**src/rtl/bus_control_sequencer_if.sv**
```systemverilog
// Handshake and bus-control bundle between the control sequencer and the datapath.
//   opcode       : IR opcode field, sampled by the sequencer in DECODE
//   memReady     : memory completes the current read/write this cycle
//   busEnable    : one-hot drive enables {alu,acc,mdr,irOperand,pc}; 0 = bus floats
//   regLoad      : load strobes {pc,acc,tmp,mdr,ir,mar}
//   pcIncrement  : PC += 1 at the next edge
//   memRead      : memory read request (MAR address -> MDR)
//   memWrite     : memory write request (MDR -> mem[MAR])
//   aluSub       : 1 = ALU computes ACC-TMP, 0 = ACC+TMP
//   halted       : sequencer in HALT or FAULT
//   memFault     : sequencer in FAULT
// master = sequencer side, slave = datapath/memory side.
interface bus_control_sequencer_if #(
  parameter int OPCODE_WIDTH = 4
);
  logic [OPCODE_WIDTH-1:0] opcode;
  logic                    memReady;
  logic [4:0]              busEnable;
  logic [5:0]              regLoad;
  logic                    pcIncrement;
  logic                    memRead;
  logic                    memWrite;
  logic                    aluSub;
  logic                    halted;
  logic                    memFault;

  modport master (
    input  opcode, memReady,
    output busEnable, regLoad, pcIncrement, memRead, memWrite, aluSub, halted, memFault
  );

  modport slave (
    output opcode, memReady,
    input  busEnable, regLoad, pcIncrement, memRead, memWrite, aluSub, halted, memFault
  );
endinterface

```
**src/rtl/bus_control_sequencer.sv**
```systemverilog
// Fetch/decode/execute control FSM for the shared-bus CPU datapath.
// Drives one-hot bus enables, register load strobes and the memory handshake.
// A memory access that stalls too long ends in a sticky FAULT halt.
// Ports:
//   clk    : system clock, all state on posedge
//   reset  : synchronous active-high reset
//   bus    : bus_control_sequencer_if.master (opcode/memReady in, controls out)
module bus_control_sequencer #(
  parameter int OPCODE_WIDTH = 4,
  parameter int MEM_TIMEOUT  = 15
) (
  input  logic                    clk,
  input  logic                    reset,
  bus_control_sequencer_if.master bus
);
  localparam int WAIT_W = $clog2(MEM_TIMEOUT + 1);

  localparam logic [OPCODE_WIDTH-1:0] OP_LDA = OPCODE_WIDTH'(1);
  localparam logic [OPCODE_WIDTH-1:0] OP_STA = OPCODE_WIDTH'(2);
  localparam logic [OPCODE_WIDTH-1:0] OP_ADD = OPCODE_WIDTH'(3);
  localparam logic [OPCODE_WIDTH-1:0] OP_SUB = OPCODE_WIDTH'(4);
  localparam logic [OPCODE_WIDTH-1:0] OP_JMP = OPCODE_WIDTH'(5);
  localparam logic [OPCODE_WIDTH-1:0] OP_HLT = {OPCODE_WIDTH{1'b1}};

  // busEnable bits {alu,acc,mdr,irOperand,pc}
  localparam logic [4:0] BE_PC  = 5'b00001;
  localparam logic [4:0] BE_IR  = 5'b00010;
  localparam logic [4:0] BE_MDR = 5'b00100;
  localparam logic [4:0] BE_ACC = 5'b01000;
  localparam logic [4:0] BE_ALU = 5'b10000;
  // regLoad bits {pc,acc,tmp,mdr,ir,mar}
  localparam logic [5:0] RL_MAR = 6'b000001;
  localparam logic [5:0] RL_IR  = 6'b000010;
  localparam logic [5:0] RL_MDR = 6'b000100;
  localparam logic [5:0] RL_TMP = 6'b001000;
  localparam logic [5:0] RL_ACC = 6'b010000;
  localparam logic [5:0] RL_PC  = 6'b100000;

  typedef enum logic [3:0] {
    S_RESET, S_FETCH_ADDR, S_FETCH_MEM, S_FETCH_IR, S_DECODE,
    S_EXEC_ADDR, S_EXEC_MEM, S_EXEC_LDACC, S_EXEC_TMP, S_EXEC_ALU,
    S_EXEC_STMDR, S_EXEC_WRITE, S_EXEC_JMP, S_HALT, S_FAULT
  } state_t;

  state_t                  state_reg, state_next;
  logic [WAIT_W-1:0]       wait_reg, wait_next;
  logic [OPCODE_WIDTH-1:0] op_reg, op_next;

  logic [4:0] bus_enable;
  logic [5:0] reg_load;
  logic       pc_increment, mem_read, mem_write, alu_sub, halted, mem_fault;
  logic       mem_state, timeout;

  // Last allowed stall cycle; memReady=1 in this cycle still completes normally.
  assign timeout   = (wait_reg == WAIT_W'(MEM_TIMEOUT - 1));
  assign mem_state = (state_reg == S_FETCH_MEM) || (state_reg == S_EXEC_MEM) ||
                     (state_reg == S_EXEC_WRITE);
  // Staying in a memory state only happens on a stall; any transition restarts the count.
  assign wait_next = (mem_state && (state_next == state_reg)) ? wait_reg + WAIT_W'(1) : '0;

  always_ff @(posedge clk) begin
    if (reset) begin
      state_reg <= S_RESET;
      wait_reg  <= '0;
      op_reg    <= '0;
    end else begin
      state_reg <= state_next;
      wait_reg  <= wait_next;
      op_reg    <= op_next;
    end
  end

  always_comb begin
    state_next   = state_reg;
    op_next      = op_reg;
    bus_enable   = '0;
    reg_load     = '0;
    pc_increment = 1'b0;
    mem_read     = 1'b0;
    mem_write    = 1'b0;
    alu_sub      = 1'b0;
    halted       = 1'b0;
    mem_fault    = 1'b0;
    case (state_reg)
      S_RESET: state_next = S_FETCH_ADDR;
      S_FETCH_ADDR: begin
        bus_enable = BE_PC;
        reg_load   = RL_MAR;
        state_next = S_FETCH_MEM;
      end
      S_FETCH_MEM: begin
        mem_read = 1'b1;
        if (bus.memReady) begin
          pc_increment = 1'b1;
          state_next   = S_FETCH_IR;
        end else if (timeout) begin
          state_next = S_FAULT;
        end
      end
      S_FETCH_IR: begin
        bus_enable = BE_MDR;
        reg_load   = RL_IR;
        state_next = S_DECODE;
      end
      S_DECODE: begin
        // Capture the opcode so later IR/opcode changes cannot redirect this instruction.
        op_next = bus.opcode;
        case (bus.opcode)
          OP_LDA, OP_STA, OP_ADD, OP_SUB: state_next = S_EXEC_ADDR;
          OP_JMP:                         state_next = S_EXEC_JMP;
          OP_HLT:                         state_next = S_HALT;
          default:                        state_next = S_FETCH_ADDR;
        endcase
      end
      S_EXEC_ADDR: begin
        bus_enable = BE_IR;
        reg_load   = RL_MAR;
        state_next = (op_reg == OP_STA) ? S_EXEC_STMDR : S_EXEC_MEM;
      end
      S_EXEC_MEM: begin
        mem_read = 1'b1;
        if (bus.memReady) begin
          state_next = (op_reg == OP_LDA) ? S_EXEC_LDACC : S_EXEC_TMP;
        end else if (timeout) begin
          state_next = S_FAULT;
        end
      end
      S_EXEC_LDACC: begin
        bus_enable = BE_MDR;
        reg_load   = RL_ACC;
        state_next = S_FETCH_ADDR;
      end
      S_EXEC_TMP: begin
        bus_enable = BE_MDR;
        reg_load   = RL_TMP;
        state_next = S_EXEC_ALU;
      end
      S_EXEC_ALU: begin
        bus_enable = BE_ALU;
        reg_load   = RL_ACC;
        alu_sub    = (op_reg == OP_SUB);
        state_next = S_FETCH_ADDR;
      end
      S_EXEC_STMDR: begin
        bus_enable = BE_ACC;
        reg_load   = RL_MDR;
        state_next = S_EXEC_WRITE;
      end
      S_EXEC_WRITE: begin
        mem_write = 1'b1;
        if (bus.memReady) begin
          state_next = S_FETCH_ADDR;
        end else if (timeout) begin
          state_next = S_FAULT;
        end
      end
      S_EXEC_JMP: begin
        bus_enable = BE_IR;
        reg_load   = RL_PC;
        state_next = S_FETCH_ADDR;
      end
      S_HALT: halted = 1'b1;
      S_FAULT: begin
        halted    = 1'b1;
        mem_fault = 1'b1;
      end
      default: state_next = S_RESET;
    endcase
  end

  assign bus.busEnable   = bus_enable;
  assign bus.regLoad     = reg_load;
  assign bus.pcIncrement = pc_increment;
  assign bus.memRead     = mem_read;
  assign bus.memWrite    = mem_write;
  assign bus.aluSub      = alu_sub;
  assign bus.halted      = halted;
  assign bus.memFault    = mem_fault;
endmodule

```
**src/flat_wrapper.sv**
```systemverilog
// flat-port wrapper written by rule: the top's interface ports become plain ports
module bus_control_sequencer_flat 
#(
  parameter int OPCODE_WIDTH = 4,
  parameter int MEM_TIMEOUT  = 15
)
  (clk, reset, bus_opcode, bus_memReady, bus_busEnable, bus_regLoad, bus_pcIncrement, bus_memRead, bus_memWrite, bus_aluSub, bus_halted, bus_memFault);
  bus_control_sequencer_if #(.OPCODE_WIDTH(OPCODE_WIDTH)) bus_i ();
  input  logic clk;
  input  logic reset;
  input wire logic [$bits(bus_i.opcode)-1:0] bus_opcode;
  input wire logic [$bits(bus_i.memReady)-1:0] bus_memReady;
  output wire logic [$bits(bus_i.busEnable)-1:0] bus_busEnable;
  output wire logic [$bits(bus_i.regLoad)-1:0] bus_regLoad;
  output wire logic [$bits(bus_i.pcIncrement)-1:0] bus_pcIncrement;
  output wire logic [$bits(bus_i.memRead)-1:0] bus_memRead;
  output wire logic [$bits(bus_i.memWrite)-1:0] bus_memWrite;
  output wire logic [$bits(bus_i.aluSub)-1:0] bus_aluSub;
  output wire logic [$bits(bus_i.halted)-1:0] bus_halted;
  output wire logic [$bits(bus_i.memFault)-1:0] bus_memFault;
  assign bus_i.opcode = bus_opcode;
  assign bus_i.memReady = bus_memReady;
  assign bus_busEnable = bus_i.busEnable;
  assign bus_regLoad = bus_i.regLoad;
  assign bus_pcIncrement = bus_i.pcIncrement;
  assign bus_memRead = bus_i.memRead;
  assign bus_memWrite = bus_i.memWrite;
  assign bus_aluSub = bus_i.aluSub;
  assign bus_halted = bus_i.halted;
  assign bus_memFault = bus_i.memFault;
  bus_control_sequencer #(.OPCODE_WIDTH(OPCODE_WIDTH), .MEM_TIMEOUT(MEM_TIMEOUT)) u_core (.clk(clk), .reset(reset), .bus(bus_i));
endmodule
```
**config.mk**
```make
export PLATFORM = sky130hd
export DESIGN_NAME = bus_control_sequencer_flat
export DESIGN_NICKNAME = d
export VERILOG_FILES = /design/src/rtl/bus_control_sequencer_if.sv /design/src/rtl/bus_control_sequencer.sv /design/src/flat_wrapper.sv
export SDC_FILE = /design/constraint.sdc
export NUM_CORES = 1
export LEC_CHECK = 0
export CAP_MARGIN = 10
export CORE_MARGIN = 2
export CORE_UTILIZATION = 35
export CTS_CLUSTER_SIZE = 30
export DETAILED_ROUTE_END_ITERATION = 10
export PLACE_DENSITY_LB_ADDON = 0.3
export SLEW_MARGIN = 20
export SYNTH_ARGS = -nofsm -noshare
export SYNTH_HDL_FRONTEND = slang
export SYNTH_SLANG_ARGS = --single-unit
```
**constraint.sdc**
```tcl
create_clock -name clk -period 3.29 [get_ports clk]
set_input_delay 0.329 -clock clk [delete_from_list [all_inputs] [get_ports clk]]
set_output_delay 0.329 -clock clk [all_outputs]
set_load 0.005 [all_outputs]
```
==> metrics.yaml <==
detailed_routing:
  num_vias: 921
  wl_per_cell_um: 13.84
  drtIter0Drc: 18
  route.detailed.drc: 0
  ant_nets: 0
  detail_route.wirelength_mm: 2.283
  vias_per_cell: 5.582
  dr.pass1.iters: 4
cts:
  cts_tree: "built"
  htreeDepth: 1
  post_cts_buffers: 0
  ctsLongestPathBuffers: 2
  root_buffer: "clkbuf_4"
  holdBufCountCts: 0
  clk_pin_slew_ns: 0.08
  cts_sinks: 12
  numCtsBuffers: 3
  clk_latency_ns: 0.27
  cts_resized: 0
floorplanning:
  num_rows: 18
  start_util_pct: 36.47
  dieWidth_um: 54.35
  ios: 24
  die_h_um: 54.35
  die_area_um2: 2953
  core-area_um2: 2432
outcome:
  status: "completed"
worst_setup_path:
  critPathLaunchType: "flip-flop"
  critPathKind: "reg -> out"
  crit_arrival_ns: 2.17
  rrSetupSlack_ns: 1.25
  worstPathRequired_ns: 2.96
  crit_fanout: 15
  end_kind: "primary output"
cells_and_area:
  nNetsFinal: 145
  drive_gt1_share_pct: 6.667
  most-common-layout-cells: "nor2_1 (24), clkdlybuf4s50_1 (23), dfxtp_1 (12)"
  nFillCells: 247
  diodes: 0
  multi_input_area_um2: 599.3
  area_growth_pct: 30.61
  fin_area_um2: 1159
  seq_area_um2: 240.2
  final_common_cell: "nor2_1"
power_and_ir_drop:
  leakagePower_nw: 0.3852
  p_per_area_nw_per_um2: 355.6
  vdd_drop_max_mv: 0.1897
sta:
  rsz0062_at_grt: "no"
  fmax_mhz: 399.6
  maxSlewHeadroom_pct: 63.14
  fin_worst_skew_ns: 0.004332
  setup_viol: 0
  period_minus_slack_ns: 2.503
  drv_slew: 0
  setup-tns-final_ns: 0
  tightestPinTransition_ns: 0.5522
  final-hold-violation-count: 0
  finalCritPeriodShare_pct: 76.07
global_route:
  antenna_found_initial: 0
  grt_max_degree: 16
  grt_pass1_wl_mm: 3.650
  grt_usage_pct: 17.73
  overflow: 0
  first_global_vias: 795
yosys:
  post_synth.cell_area_avg_um2: 7.647
  synth_cells: 116
  synthDistinctLibCells: 39
  syn_area_um2: 887.1
  ys_seq_area_share_pct: 27.08
  yosys_warnings: 0
  synth-seq-cells: 12
  syn_nets: 125
place:
  portBuffers: 23
  place_congestion: 0.8755
  placed_cell_area_um2: 1122
  hpwl_mm: 1.687
worst_hold_path:
  hold_class: "reg -> reg"
run:
  max_cap_viol_count: 0
worst paths after layout:
check | endpoint | from | cells after the start
worst max-delay path | bus_aluSub | u_core.state_reg[3]$_SDFF_PP0_ | 4
worst min-delay path | u_core.wait_reg[0]$_SDFF_PP0_ | u_core.wait_reg[0]$_SDFF_PP0_ | 1
worst max register to register | u_core.wait_reg[2]$_SDFF_PP0_ | u_core.state_reg[2]$_SDFF_PP0_ | 5
worst min register to register | u_core.wait_reg[0]$_SDFF_PP0_ | u_core.wait_reg[0]$_SDFF_PP0_ | 1
layout make-up:
cell class                      instances  share of cell area (%)
Multi-Input combinational cell         92                   51.73
Tap cell                               30                   3.240
Sequential cell                        12                   20.73
Timing Repair Buffer                   23                   19.87
Inverter                                4                   1.296
Clock buffer                            4                   3.132
cell families (layout without fill, tap and decap cells):
kind of cell / Yosys count / in the layout / synth area share (%)
AO/OA/AOI/OAI: 26 / 26 / 20.31
XOR/XNOR: 5 / 5 / 4.936
adder cells (fa/ha/maj): 2 / 2 / 2.820
flip-flops: 12 / 12 / 27.08
buffers and inverters: 12 / 31 / 5.360
AND/OR/NAND/NOR: 55 / 55 / 34.98
multiplexers: 4 / 4 / 4.514
where the power goes:
| part | switching, mW | internal [mW] |
|---|---|---|
| combinational | 0.0528 | 0.0591 |
| clock | 0.0531 | 0.0672 |
| sequential | 0.0263 | 0.153 |
per-stage QoR:
step	total power [mW]	util [%]	worst slack [ns]	instances	hold slack (ns)
2_1_floorplan	0.2514	-	1.669	116	0.4555
3_3_place_gp	0.2931	46.14	1.153	161	0.4713
3_5_place_dp	0.2943	46.14	1.111	161	0.4891
4_1_cts	0.4179	47.63	0.8060	165	0.5007
5_1_grt	0.4409	47.63	0.5869	165	0.5119
6_report	0.4120	47.63	0.7874	165	0.4968
worst max-delay path, stage by stage, from the launching register on:
cell	delay, ns
dfxtp_1	0.67
nand2b_1	0.33
nor2_1	0.21
and4b_1	0.20
clkdlybuf4s50_1	0.49
metal layers:
layer / vias up / GRT usage, % / share of wire, %
met4: 0 / 12.50 / 2.1
met5: - / 0 / 0
met3: 4 / 3.552 / 5.6
met1: 418 / 21.26 / 44
met2: 35 / 28.11 / 48
li1: 464 / - / -
cells in the mapped netlist, drive strengths merged:
| library cell | instances | area [µm²] |
|---|---|---|
| nand2 | 2 | 7.510 |
| buf | 4 | 17.52 |
| a31oi | 3 | 18.77 |
| nor3 | 7 | 35.03 |
| and4b | 2 | 20.02 |
| a41oi | 1 | 8.760 |
| ha | 2 | 25.02 |
| a22oi | 1 | 7.510 |
| dfxtp | 12 | 240.2 |
| o32ai | 1 | 16.27 |
| clkbuf | 4 | 15.01 |
| o31a | 1 | 8.760 |
| xor2 | 1 | 8.760 |
| o31ai | 2 | 15.01 |
| nor2b | 2 | 12.51 |
| xnor2 | 4 | 35.03 |
| and4 | 1 | 8.760 |
| o21ai | 3 | 15.01 |
| o22ai | 2 | 12.51 |
| a311o | 1 | 10.01 |
| a21oi | 8 | 40.04 |
| nand4b | 1 | 8.760 |
| nor4b | 2 | 32.53 |
| or2 | 1 | 6.260 |
| o21ba | 1 | 10.01 |
| nor2 | 24 | 90.09 |
| mux2i | 4 | 40.04 |
| nand4 | 1 | 6.260 |
| inv | 4 | 15.02 |
| a311oi | 2 | 17.52 |
| nand3 | 3 | 15.01 |
| nand2b | 6 | 37.54 |
| nor4 | 1 | 6.260 |
| or4b | 2 | 23.77 |
Note: power is estimated with default switching activity, not from simulation.
